`config.mk`:
```
export PLATFORM = sky130hd
export DESIGN_NAME = seg7_edit_ctrl
export DESIGN_NICKNAME = d
export VERILOG_FILES = /design/src/rtl/seg7_pkg.sv /design/src/rtl/btn_debounce.sv /design/src/rtl/seg7_edit_ctrl.sv
export SDC_FILE = /design/constraint.sdc
export NUM_CORES = 1
export LEC_CHECK = 0
export BUFFER_PORTS_ARGS = -buffer_cell sky130_fd_sc_hd__buf_2
export CAP_MARGIN = 0
export CORE_ASPECT_RATIO = 1.5
export CORE_MARGIN = 1
export CORE_UTILIZATION = 48
export DETAILED_ROUTE_END_ITERATION = 12
export GPL_ROUTABILITY_DRIVEN = 0
export PLACE_DENSITY = 0.65
export SLEW_MARGIN = 20
export SYNTH_ARGS = -nofsm -noshare
export SYNTH_HDL_FRONTEND = slang
export SYNTH_SLANG_ARGS = --single-unit
```
`constraint.sdc`:
```
create_clock -name clk_pin -period 6.6 [get_ports clk_pin]
set_input_delay 0 -clock clk_pin [delete_from_list [all_inputs] [get_ports clk_pin]]
set_output_delay 0 -clock clk_pin [all_outputs]
set_load 0.02 [all_outputs]
```
`src/rtl/seg7_pkg.sv`:
```
// Shared constants and types for the seven-segment edit path.
package seg7_pkg;

  localparam int unsigned CHAR_W = 6;
  localparam int unsigned DIGITS = 8;
  localparam int unsigned BTN_N  = 5;

  // "SUCCESS!" code string, digit 0 in the low six bits
  localparam logic [CHAR_W*DIGITS-1:0] INIT_FRAME = 48'h71E3_0C39_C726;

  localparam int unsigned BTN_LEFT   = 0;
  localparam int unsigned BTN_UP     = 1;
  localparam int unsigned BTN_RIGHT  = 2;
  localparam int unsigned BTN_DOWN   = 3;
  localparam int unsigned BTN_CENTER = 4;

  localparam logic [CHAR_W-1:0] CHAR_MAX = '1;
  localparam logic [2:0]        CUR_MAX  = 3'(DIGITS - 1);

  typedef enum logic {
    ST_EDIT   = 1'b0,
    ST_LOCKED = 1'b1
  } edit_state_e;

endpackage

```
`src/rtl/btn_debounce.sv`:
```
// Button conditioning: 2-FF synchroniser, stable-count debouncer, press pulse
// and optional hold-to-repeat pulses.
module btn_debounce #(
  parameter int unsigned DEBOUNCE_CYCLES = 1_000_000,
  parameter bit          REPEAT_EN       = 1'b0,
  parameter int unsigned REPEAT_DELAY    = 50_000_000,
  parameter int unsigned REPEAT_PERIOD   = 10_000_000
) (
  input  logic clk_i,
  input  logic rst_ni,
  input  logic btn_i,
  output logic event_o
);

  localparam int unsigned DB_W    = $clog2(DEBOUNCE_CYCLES + 1);
  localparam int unsigned RPT_MAX = (REPEAT_DELAY > REPEAT_PERIOD) ? REPEAT_DELAY : REPEAT_PERIOD;
  localparam int unsigned RPT_W   = $clog2(RPT_MAX + 1);

  logic            sync1_q, sync2_q;
  logic            level_q;
  logic            press_q;
  logic [DB_W-1:0] db_cnt_q;

  logic [RPT_W-1:0] rpt_cnt_q;
  logic             rpt_active_q;
  logic             rpt_period_q;
  logic             rpt_fire;

  always_ff @(posedge clk_i or negedge rst_ni) begin
    if (!rst_ni) begin
      sync1_q  <= 1'b0;
      sync2_q  <= 1'b0;
      level_q  <= 1'b0;
      press_q  <= 1'b0;
      db_cnt_q <= '0;
    end else begin
      sync1_q <= btn_i;
      sync2_q <= sync1_q;
      press_q <= 1'b0;
      // Counts consecutive samples disagreeing with the accepted level
      if (sync2_q == level_q) begin
        db_cnt_q <= '0;
      end else if (db_cnt_q == DB_W'(DEBOUNCE_CYCLES - 1)) begin
        db_cnt_q <= '0;
        level_q  <= sync2_q;
        press_q  <= sync2_q;
      end else begin
        db_cnt_q <= db_cnt_q + DB_W'(1);
      end
    end
  end

  // rpt_cnt_q equals cycles elapsed since the last press/repeat pulse
  assign rpt_fire = rpt_active_q & level_q &
                    (rpt_cnt_q == (rpt_period_q ? RPT_W'(REPEAT_PERIOD) : RPT_W'(REPEAT_DELAY)));

  always_ff @(posedge clk_i or negedge rst_ni) begin
    if (!rst_ni) begin
      rpt_cnt_q    <= '0;
      rpt_active_q <= 1'b0;
      rpt_period_q <= 1'b0;
    end else if (press_q) begin
      rpt_cnt_q    <= RPT_W'(1);
      rpt_active_q <= 1'b1;
      rpt_period_q <= 1'b0;
    end else if (!level_q) begin
      rpt_cnt_q    <= '0;
      rpt_active_q <= 1'b0;
      rpt_period_q <= 1'b0;
    end else if (rpt_active_q) begin
      if (rpt_fire) begin
        rpt_cnt_q    <= RPT_W'(1);
        rpt_period_q <= 1'b1;
      end else begin
        rpt_cnt_q <= rpt_cnt_q + RPT_W'(1);
      end
    end
  end

  assign event_o = press_q | (REPEAT_EN & rpt_fire);

endmodule

```
`src/rtl/seg7_edit_ctrl.sv`:
```
// Cursor-based edit controller: owns the frame buffer, cursor and blink mask
// for the 8-digit seven-segment display.
module seg7_edit_ctrl
  import seg7_pkg::*;
#(
  parameter int unsigned DEBOUNCE_CYCLES = 1_000_000,
  parameter int unsigned REPEAT_DELAY    = 50_000_000,
  parameter int unsigned REPEAT_PERIOD   = 10_000_000
) (
  input  logic                     clk_pin,
  input  logic                     rst_n,
  input  logic [BTN_N-1:0]         btn,
  output logic [CHAR_W*DIGITS-1:0] num,
  output logic [DIGITS-1:0]        dp,
  output logic [DIGITS-1:0]        star,
  output logic                     editing,
  output logic [CHAR_W-1:0]        char_cur
);

  logic [BTN_N-1:0] ev;

  for (genvar i = 0; i < BTN_N; i++) begin : g_btn
    btn_debounce #(
      .DEBOUNCE_CYCLES(DEBOUNCE_CYCLES),
      .REPEAT_EN      (i == BTN_UP || i == BTN_DOWN),
      .REPEAT_DELAY   (REPEAT_DELAY),
      .REPEAT_PERIOD  (REPEAT_PERIOD)
    ) u_db (
      .clk_i  (clk_pin),
      .rst_ni (rst_n),
      .btn_i  (btn[i]),
      .event_o(ev[i])
    );
  end

  edit_state_e              state_q;
  logic [CHAR_W*DIGITS-1:0] num_q;
  logic [2:0]               cur_q;
  logic [DIGITS-1:0]        dp_q;
  logic [DIGITS-1:0]        star_q;
  logic [CHAR_W-1:0]        char_w;

  assign char_w = num_q[cur_q*CHAR_W +: CHAR_W];

  // Priority chain drops every lower-priority event arriving the same cycle
  always_ff @(posedge clk_pin or negedge rst_n) begin
    if (!rst_n) begin
      state_q <= ST_EDIT;
      num_q   <= INIT_FRAME;
      cur_q   <= '0;
      dp_q    <= 8'h01;
      star_q  <= 8'h01;
    end else if (ev[BTN_CENTER]) begin
      if (state_q == ST_EDIT) begin
        state_q <= ST_LOCKED;
        star_q  <= '0;
      end else begin
        state_q <= ST_EDIT;
        star_q  <= dp_q;
      end
    end else if (state_q == ST_EDIT) begin
      if (ev[BTN_LEFT]) begin
        if (cur_q != CUR_MAX) begin
          cur_q  <= cur_q + 3'd1;
          dp_q   <= dp_q << 1;
          star_q <= dp_q << 1;
        end
      end else if (ev[BTN_RIGHT]) begin
        if (cur_q != '0) begin
          cur_q  <= cur_q - 3'd1;
          dp_q   <= dp_q >> 1;
          star_q <= dp_q >> 1;
        end
      end else if (ev[BTN_UP]) begin
        if (char_w != CHAR_MAX) num_q[cur_q*CHAR_W +: CHAR_W] <= char_w + 6'd1;
      end else if (ev[BTN_DOWN]) begin
        if (char_w != '0) num_q[cur_q*CHAR_W +: CHAR_W] <= char_w - 6'd1;
      end
    end
  end

  assign num      = num_q;
  assign dp       = dp_q;
  assign star     = star_q;
  assign editing  = (state_q == ST_EDIT);
  assign char_cur = char_w;

endmodule

```
==> results.toml, run 1 <==
[grt]
use_met3_pct = 3.679
gr-usage-all-layers_pct = 23.82
grt_antenna_before_repair = 0
grt_pass1_vias = 10274
use_met1_pct = 28.79
grt_pass1_wl_um = 52430
grt.overflow.total = 0
use_met2_pct = 39.92
grt-busiest-layer = "met2"
grt_start_max_net_pins = 158

[timing]
slew_viol_final = 0
post-route-worst-setup-slack_ps = 1945
fin_skew_ps = 26.00
rsz0062_at_grt = "false"
report.final.hold_viol_count = 0
setup_tns_ps = 0
worst_pin_slew_ps = 1052
finalCriticalPeriod_ps = 4655
finalCritPeriodShare_pct = 70.53
setup_viol = 0
fmax_ghz = 0.2148
timing.slew.headroom_pct = 29.22

[logic_synthesis]
synth-main-ff-cell = "dfrtp_1"
synth_fp_nets = 1369
synth_area_per_cell_um2 = 9.675
syn_inst = 1342
yosys_warnings = 0
syn_area_um2 = 12980
synth-edff-count = 0
ys_types = 82
ys_async_sr_fraction_pct = 100.0
ys_seq_area_share_pct = 47.27
synth-seq-cells = 244

[cells_and_area]
utilization_pct = 55.42
antenna_cells = 0
fin_nets = 1439
stdcell_count = 1770
area_growth_pct = 13.44
drive_gt1_share_pct = 14.93

[clock_tree]
clk_latency_ps = 550
clk_pin_slew_worst_paths_ps = 70
clock-sinks = 244
cts_tree = "done"
h-tree-depth = 1
numCtsBuffers = 27
cts_root_buf = "clkbuf_16"
ctsResizeCount = 0
clock_path_buffers = 3

[placed_design]
pre_cts_ws_ps = 2016
numPortBuffers = 77
dp_cells = 1714
dp_hpwl_um = 22180

[worst_setup_path]
slowest_delay_ps = 800
crit_top_cell = "ha_1"
cpMaxStageDelayCell = "dfrtp_1"
critical_path_class = "register to register"
worstPathMaxFanout = 18
worstPathRequired_ps = 7010
start_kind = "register"
arrival_ps = 5060
endpoint_kind = "register"
cp_cell_sequence = "ha_1, fa_1, nand2b_1, nor2_1, ha_1, nor4b_1, nand2_1, a21oi_1, mux2_1"

[drt]
drc = 0
drt-total-wl_um = 31560
via_per_inst = 5.766
vias = 10206
avgRoutedWirePerCell_um = 17.83
first_iter_violations = 611
dr.pass1.iters = 6
ant_nets = 0

[pwr]
cellPowerDensity_nw_per_um2 = 218.7
ir_worst_vdd_uv = 263.4
leakage_nw = 6.443

[die]
rows = 73
die_area_um2 = 27720
core-area_um2 = 26580
die-height_um = 203.4
ios = 78
die_x_um = 136.3
start_util_pct = 48.85

[run]
drv_cap = 0

[min_path]
hold_path.class = "primary input to asynchronous set/reset pin"

[outcome]
status = "complete, no violations"
[layer usage]
| layer | vias up | wire (µm) |
|---|---|---|
| met5 | - | 0 |
| li1 | 4824 | - |
| met3 | 102 | 1538 |
| met1 | 4988 | 12530 |
| met4 | 0 | 1826 |
| met2 | 292 | 15670 |
[kinds of logic (layout without fill, tap and decap cells)]
family / after synthesis / after routing / share of synthesized area [%]
AOI/OAI and AO/OA: 157 / 157 / 8.153
xor gates and xnor gates: 146 / 146 / 9.907
adders and majority gates: 20 / 20 / 2.043
buffers and inverters: 86 / 177 / 2.631
DFF: 244 / 244 / 47.27
muxes: 65 / 65 / 6.563
and+or+nand+nor: 624 / 624 / 23.44
[final cells by class]
| class | instances | area (µm²) |
|---|---|---|
| multi-input combinational | 1012 | 6538 |
| clock buffer | 34 | 732.0 |
| timing repair buffer | 90 | 520.5 |
| tap | 337 | 421.7 |
| fill | 2348 | 11850 |
| inverter | 37 | 138.9 |
| clock inverter | 16 | 241.5 |
| sequential | 244 | 6137 |
[through the flow]
step | total power [mW] | cell area (µm²) | hold slack [ps]
after detailed placement | 1.602 | 13680 | 54.78
final | 3.221 | 14730 | 34.10
after global placement | 1.601 | 13680 | 51.79
after global routing | 3.337 | 14730 | 83.98
after CTS | 3.265 | 14710 | 64.39
after floorplan | 1.562 | 12980 | -295.6
[final timing paths]
path / startpoint / end / slack [ps] / cells past startpoint
worst max register to register: cur_q[1] / num[4] / 1940 / 9
worst min-delay path: rst_n / g_btn[1].u_db.db_cnt_q[18] / 30 / 2
worst min register to register: g_btn[4].u_db.sync1_q / g_btn[4].u_db.sync2_q / 350 / 0
min in group clk_pin: btn[0] / g_btn[0].u_db.sync1_q / 100 / 2
max in group asynchronous: rst_n / num[22] / 5260 / 3
worst max-delay path: cur_q[1] / num[4] / 1940 / 9
[registers in the layout, indices dropped and copies added, names as in the netlist, 3 cells and up]
signal and flops:
g_btn.u_db.db_cnt_q 100, g_btn.u_db.rpt_cnt_q 52, num 48, dp 8, star 8, g_btn.u_db.level_q 5, g_btn.u_db.sync1_q 5, g_btn.u_db.sync2_q 5
cur_q 3, g_btn.u_db.event_o 3
[layout by cell type (no fill, tap or decap), types with 6 or more instances in the layout]
cell	count
a21oi_1	39
a31oi_1	8
and2_1	8
and3_1	48
and4b_1	7
buf_2	76
buf_4	6
bufinv_16	6
clkbuf_16	27
clkinv_2	6
dfrtp_1	219
dfstp_2	25
dlygate4sd3_1	6
ha_1	18
inv_1	35
mux2_1	17
mux2_2	18
mux2i_1	16
mux4_2	12
nand2_1	123
nand2b_1	8
nand3_1	77
nand4_1	28
nor2_1	226
nor2b_1	8
nor3_1	16
nor3b_1	6
nor4_1	13
nor4b_1	7
o21ai_0	46
o31ai_1	6
or2_2	6
or3_1	16
xnor2_1	66
xor2_1	78
[Yosys cell counts, drive strengths merged (7+ instances only)]
library cell | number | area share, %
buf | 15 | 0.58
nor2b | 8 | 0.39
nor4 | 13 | 0.63
clkbuf | 34 | 0.98
nor3 | 20 | 0.93
xnor2 | 68 | 4.6
mux2i | 18 | 1.4
ha | 18 | 1.7
mux2 | 35 | 3.0
nand4 | 28 | 1.3
nand3 | 77 | 3.0
a31oi | 8 | 0.39
dfrtp | 219 | 42
and3 | 48 | 2.3
o21ai | 50 | 1.9
nor4b | 7 | 0.47
dfstp | 25 | 5.1
nand2 | 124 | 3.6
nand2b | 8 | 0.39
o31ai | 7 | 0.44
nor2 | 226 | 6.5
xor2 | 78 | 5.3
a21oi | 39 | 1.5
mux4 | 12 | 2.1
and4b | 7 | 0.54
and2 | 8 | 0.39
inv | 36 | 1.0
or3 | 17 | 0.86
or2 | 7 | 0.34
[what timing repair did]
action                                  CTS  global route
hold endpoints to repair                 92             0
setup buffers                             0             0
hold buffers                              6             0
endpoints found under the setup margin    0             0
[power breakdown]
group,internal [mW],switching (mW),leakage (nW)
Clock,1.02,0.624,0.480
Sequential,1.51,0.00884,3.28
Combinational,0.0143,0.0445,2.68
Total,2.54,0.677,6.44
[critical path, delay by kind of cell (launching register included)]
family	cells	cell delay (ps)
AO/OA/AOI/OAI	1	320
AND/OR/NAND/NOR	4	1400
multiplexers	1	350
adder cells (fa/ha/maj)	3	1630
flip-flops	1	800
Note: power is estimated with default switching activity, not from simulation.
==> run 2: changes to the inputs <==
--- a/config.mk
+++ b/config.mk
@@ -5,6 +5,7 @@
 export SDC_FILE = /design/constraint.sdc
 export NUM_CORES = 1
 export LEC_CHECK = 0
+export ABC_AREA = 1
 export BUFFER_PORTS_ARGS = -buffer_cell sky130_fd_sc_hd__buf_2
 export CAP_MARGIN = 0
 export CORE_ASPECT_RATIO = 1.5
==> constraint.sdc (replaced) <==
create_clock -name clk_pin -period 4.5 [get_ports clk_pin]
set_input_delay 0 -clock clk_pin [delete_from_list [all_inputs] [get_ports clk_pin]]
set_output_delay 0 -clock clk_pin [all_outputs]
set_load 0.02 [all_outputs]
==> run 2 against run 1 <==
Compared with the run above:
- global-route usage is 1.7 points higher
- sequential power is 46% higher
- sequential share of layout area is 2.7 points lower
- routed wire length is 18% higher
==> results.toml, run 2 <==
[logic_synthesis]
synth_area_leaders = "dfrtp_1 39%, nand2_1 12%, inv_1 6.9%"
ys_seq_area_share_pct = 43.60
ys_types = 55
yosysMostFrequentCell = "nand2_1"
synth_simple_gate_area_share_pct = 32.41
synth-compound-area-share_pct = 10.23
synth.area.mux_share_pct = 0.5066
ys_async_sr_fraction_pct = 100.0
synth-seq-cells = 244
syn_inst = 1914
synthAdderAreaFrac_pct = 1.884
synth_fp_nets = 1941
synth_area_per_cell_um2 = 7.355
yosysTopAreaCell = "dfrtp_1"
synth_common_cells = "435 x nand2_1, 259 x inv_1, 253 x nor2_1"
synth-edff-count = 0
synth-main-ff-cell = "dfrtp_1"
syn_area_um2 = 14080
synthXorXnorAreaFrac_pct = 2.542
netlist.area_leader.share_pct = 38.93
synth_top_family_by_area = "simple AND/OR/NAND/NOR gates"
yosys_warnings = 0

[worst_setup_path]
timing.rr.start = "cur_q[0]"
crit_top_cell = "nand2_1"
rrSetupSlack_ps = 860
slowest_delay_ps = 640
critical_path_class = "register to register"
r2r-end = "num[36]"
arrival_ps = 4070
endpoint_kind = "register"
cpMaxStageDelayCell = "ha_1"
start_kind = "register"
critPathTopFamily = "adder cells"
critPathBufInv = 1
cp_cell_sequence = "ha_1, fa_1, xor2_2, nor2_1, ha_1, clkinv_1, nand2_1, o22ai_1, nand2_1, a21oi_1, nand4_1, nand2_1"
worstPathMaxFanout = 17
reg2reg_depth = 12
worstPathRequired_ps = 4930

[min_path]
hold_start = "btn[0]"
hold_path.class = "primary input to register"
hold_depth = 2
min_to = "g_btn[0].u_db.sync1_q"

[die]
die_area_um2 = 30030
rows = 76
start_util_pct = 48.86
core-area_um2 = 28810
die_x_um = 141.8
die-height_um = 211.7
ios = 78

[outcome]
status = "complete, no violations"

[timing]
report.final.hold_viol_count = 0
finalCritPeriodShare_pct = 80.91
post-route-worst-setup-slack_ps = 859.0
fin_skew_ps = 20.44
worst_pin_slew_ps = 891.8
setup_viol = 0
finalCriticalPeriod_ps = 3641
timing.slew.headroom_pct = 40.55
setup_tns_ps = 0
rsz0062_at_grt = "false"
fmax_ghz = 0.2747
slew_viol_final = 0

[drt]
drc = 0
via_per_inst = 5.372
first_iter_violations = 834
drt-total-wl_um = 37130
ant_nets = 0
avgRoutedWirePerCell_um = 15.44
vias = 12915
dr.pass1.iters = 6

[clock_tree]
clock_path_buffers = 3
clock-sinks = 244
clk_latency_ps = 540
post-cts-setup-buffers = 0
cts_root_buf = "clkbuf_16"
cts_tree = "done"
clk_pin_slew_worst_paths_ps = 70
h-tree-depth = 1
numCtsBuffers = 25
ctsResizeCount = 0

[cells_and_area]
antenna_cells = 0
largest_register = "g_btn.u_db.db_cnt_q"
utilization_pct = 54.61
area_growth_pct = 11.78
fin_nets = 2023
largest_reg_flops = 100
nFillCells = 2814
drive_gt1_share_pct = 10.68
final_common_cell = "nand2_1"
layout_common_cells = "435 x nand2_1, 259 x inv_1, 253 x nor2_1"

[run]
drv_cap = 0

[pwr]
leakage_nw = 7.185
ir_worst_vdd_uv = 289.9
p_total_mw = 4.509
cellPowerDensity_nw_per_um2 = 286.6

[grt]
gr-usage-all-layers_pct = 25.52
grt_pass1_wl_um = 61470
grt_start_max_net_pins = 112
grt.overflow.total = 0
grt_pass1_vias = 12808
grt_antenna_before_repair = 0

[placed_design]
dp_hpwl_um = 26890
pre_cts_ws_ps = 910.3
numPortBuffers = 77
## run 2: cell count changes after synthesis, sizes merged, moves of 51 or more
cell | previous run | this run
nor3 | 20 | 83
xor2 | 78 | 23
xnor2 | 68 | 17
o21ai | 50 | 107
a21oi | 39 | 110
inv | 36 | 269
nand3 | 77 | 142
nand2 | 124 | 449
## run 2: how the worst max path moves through the flow
stage | end | cells past startpoint | slack (ps) | startpoint
CTS | num[36] | 12 | 910 | cur_q[0]
global placement | num[36] | 12 | 1040 | cur_q[1]
detailed placement | num[36] | 12 | 910 | cur_q[0]
global route | num[36] | 12 | 650 | cur_q[0]
finish | num[36] | 12 | 860 | cur_q[0]
floorplan | num[36] | 13 | 1620 | cur_q[1]
## run 2: power breakdown
part	switching (mW)	total (mW)	internal (mW)
combinational	0.0739	0.0985	0.0247
sequential	0.0104	2.22	2.21
clock	0.891	2.19	1.30
## run 2: metal layers
metal / part of all wire, % / routed length (µm) / global-route usage (%)
met5: 0 / 0 / 0
met4: 6.2 / 2314 / 15.83
met3: 5.3 / 1971 / 4.094
met2: 50 / 18460 / 45.44
met1: 39 / 14380 / 28.27
## run 2: metrics by stage
stage               area [µm²]  std cells  hold slack (ps)
floorplan                14080       1914           -295.6
CTS                      15740       2404            78.54
detailed placement       14830       2353            109.3
global route             15740       2404            98.31
global placement         14830       2353            108.7
finish                   15740       2404            100.8
## run 2: logic make-up (layout without fill, tap and decap cells)
| kind of cell | Yosys count | after routing |
|---|---|---|
| XOR/XNOR | 40 | 40 |
| multiplexers | 7 | 7 |
| buffers and inverters | 310 | 410 |
| AO/OA/AOI/OAI | 263 | 263 |
| flip-flops | 244 | 244 |
| AND/OR/NAND/NOR | 1030 | 1030 |
| adder cells (fa/ha/maj) | 20 | 20 |
## run 2: final cells by class
| class | count | area, µm² | area share, % |
|---|---|---|---|
| sequential | 244 | 6137 | 39.00 |
| timing repair buffer | 93 | 543.0 | 3.451 |
| multi-input combinational | 1360 | 6698 | 42.57 |
| inverter | 272 | 1021 | 6.489 |
| clock inverter | 12 | 162.7 | 1.034 |
| tap | 390 | 488.0 | 3.101 |
| clock buffer | 33 | 685.7 | 4.358 |
## run 2: worst register-to-register path: cells and delay by family, from the launching register on
| family | cells | cell delay (ps) |
|---|---|---|
| XOR/XNOR | 1 | 250 |
| buffers and inverters | 1 | 410 |
| AO/OA/AOI/OAI | 2 | 210 |
| flip-flops | 1 | 470 |
| adder cells (fa/ha/maj) | 3 | 1370 |
| AND/OR/NAND/NOR | 5 | 830 |
## run 2: repair_timing
item | 4_1_cts | 5_1_grt
endpoints found under the hold margin | 114 | 0
setup endpoints to repair | 0 | 0
hold buffers | 6 | 0
==> run 3: changes to the inputs <==
--- a/config.mk
+++ b/config.mk
@@ -13,7 +13,7 @@
 export CORE_UTILIZATION = 48
 export DETAILED_ROUTE_END_ITERATION = 12
 export GPL_ROUTABILITY_DRIVEN = 0
-export PLACE_DENSITY = 0.65
+export PLACE_DENSITY = 0.68
 export SLEW_MARGIN = 20
 export SYNTH_ARGS = -nofsm -noshare
 export SYNTH_HDL_FRONTEND = slang
==> constraint.sdc (replaced) <==
create_clock -name clk_pin -period 3 [get_ports clk_pin]
set_input_delay 0 -clock clk_pin [delete_from_list [all_inputs] [get_ports clk_pin]]
set_output_delay 0 -clock clk_pin [all_outputs]
set_load 0.02 [all_outputs]
==> run 3 against run 2 <==
Compared with the run above:
- clock power increased by 56%
- critical endpoint is now num[3]
- core utilization increased by 1.9 points
- die area unchanged
- highest routed layer unchanged
- combinational power increased by 53%
==> results.toml, run 3 (same netlist as run 2, synthesis figures left out) <==
[timing]
finalCritPeriodShare_pct = 96.41
post-route-worst-setup-slack_ps = 107.7
slew_viol_final = 0
fmax_ghz = 0.3457
worst_pin_slew_ps = 842.5
rsz0062_at_grt = "true"
setup_tns_ps = 0
fin_skew_ps = 19.38
timing.slew.headroom_pct = 43.83
setup_viol = 0
finalCriticalPeriod_ps = 2892
holdWs_ps = 115.5
report.final.hold_viol_count = 0

[clock_tree]
clock-sinks = 244
cts_root_buf = "clkbuf_16"
cts_tree = "done"
numCtsBuffers = 25
clock_path_buffers = 3
h-tree-depth = 1
clk_latency_ps = 530
clk_pin_slew_worst_paths_ps = 70

[die]
start_util_pct = 48.86
rows = 76
die_x_um = 141.8
die-height_um = 211.7
core-area_um2 = 28810
ios = 78
die_area_um2 = 30030

[cells_and_area]
drive_gt1_share_pct = 13.74
largest_reg_flops = 100
final_common_cell = "nand2_1"
area_growth_pct = 15.65
utilization_pct = 56.51
stdcell_count = 2443
fin_nets = 2062
largest_register = "g_btn.u_db.db_cnt_q"
postLayoutCellArea_um2 = 16280
layout_common_cells = "430 x nand2_1, 258 x inv_1, 245 x nor2_1"
antenna_cells = 0

[placed_design]
dp_cells = 2386
numPortBuffers = 77
dpl_cell_area_um2 = 15100
pre_cts_ws_ps = 68.07
dp_hpwl_um = 27430

[drt]
vias = 13211
first_iter_violations = 1007
ant_nets = 0
dr.pass1.iters = 5
drt-total-wl_um = 37790
avgRoutedWirePerCell_um = 15.47
drc = 0
via_per_inst = 5.408

[pwr]
combPwrFrac_pct = 2.2
p_total_mw = 6.900
cellPowerDensity_nw_per_um2 = 423.8
leakage_nw = 7.441
switchingPower_mw = 1.457
cellInternalPower_mw = 5.444
power.clock.fraction_pct = 49.5
power.share.sequential_pct = 48.3
ir_worst_vdd_uv = 443.8
sw_frac_of_total_pct = 21.11

[worst_setup_path]
arrival_ps = 3320
slowest_delay_ps = 450
critical_path_class = "register to register"
worstPathRequired_ps = 3420
endpoint_kind = "register"
crit_top_cell = "nand2_1"
worstPathMaxFanout = 17
cpMaxStageDelayCell = "fa_1"
cp_cell_sequence = "ha_2, fa_1, inv_1, nand2_1, nor2_1, nand2_2, buf_12, inv_2, nor2_1, nand2_1, nor2_2, a32oi_2, nand3_1, nand2_1, inv_1"
start_kind = "register"

[grt]
grt_pass1_vias = 12931
gr-usage-all-layers_pct = 25.71
grt_antenna_before_repair = 0
grt_pass1_wl_um = 61820
grt.overflow.total = 0
grt_start_max_net_pins = 106

[outcome]
status = "complete, no violations"

[run]
drv_cap = 0

[min_path]
hold_path.class = "primary input to asynchronous set/reset pin"
## run 3: changes by cell type in the layout (fill, tap and decap cells not counted), moves of 3 or more
cell      change
o21ai_2       +4
ha_1          -3
clkinv_2      -3
buf_4        +35
nor2_1        -8
nand2_1       -5
nor2_2        +6
## run 3: routing by layer
metal / GRT usage [%] / up-vias / share of wire, %
li1: - / 6454 / -
met1: 28.88 / 6236 / 40
met2: 45.63 / 399 / 50
met3: 4.117 / 122 / 5.0
met4: 15.24 / 0 / 5.3
met5: 0 / - / 0
## run 3: final timing paths
check                      slack (ps)                  start                           to  cells after the start
setup / recovery                  110               cur_q[1]                       num[3]                     15
hold / removal                    120                  rst_n  g_btn[3].u_db.rpt_cnt_q[15]                      2
setup reg to reg                  110               cur_q[1]                       num[3]                     15
hold reg to reg                   350  g_btn[2].u_db.sync1_q        g_btn[2].u_db.sync2_q                      0
max in group asynchronous        1930                  rst_n    g_btn[0].u_db.db_cnt_q[9]                      3
min in group clk_pin              120                 btn[0]        g_btn[0].u_db.sync1_q                      2
## run 3: what timing repair did
action,4_1_cts,5_1_grt
setup endpoints to repair,0,45
setup buffers,0,5
hold buffers,6,0
hold endpoints to repair,90,0
resized for setup,0,43
## run 3: power by group through the flow
stage                     clock network, mW  logic, mW  registers [mW]
after global routing                   3.65      0.180            3.33
after CTS                              3.51      0.158            3.33
final                                  3.42      0.151            3.33
after global placement                    0      0.148            3.39
after floorplan                           0     0.0556            3.39
after detailed placement                  0      0.151            3.39
## run 3: critical path, delay by kind of cell, from the launching register on
| family | cells | cell delay [ps] |
|---|---|---|
| buffers and inverters | 4 | 520 |
| and+or+nand+nor | 8 | 940 |
| adders and majority gates | 2 | 660 |
| DFF | 1 | 410 |
| AOI/OAI and AO/OA | 1 | 270 |
## run 3: final cells by class
cell class | count | area (µm²)
clock buffer | 33 | 705.7
clock inverter | 12 | 195.2
fill | 2711 | 12530
inverter | 272 | 1030
multi-input combinational | 1360 | 6835
sequential | 244 | 6137
tap | 390 | 488.0
timing repair buffer | 132 | 889.6
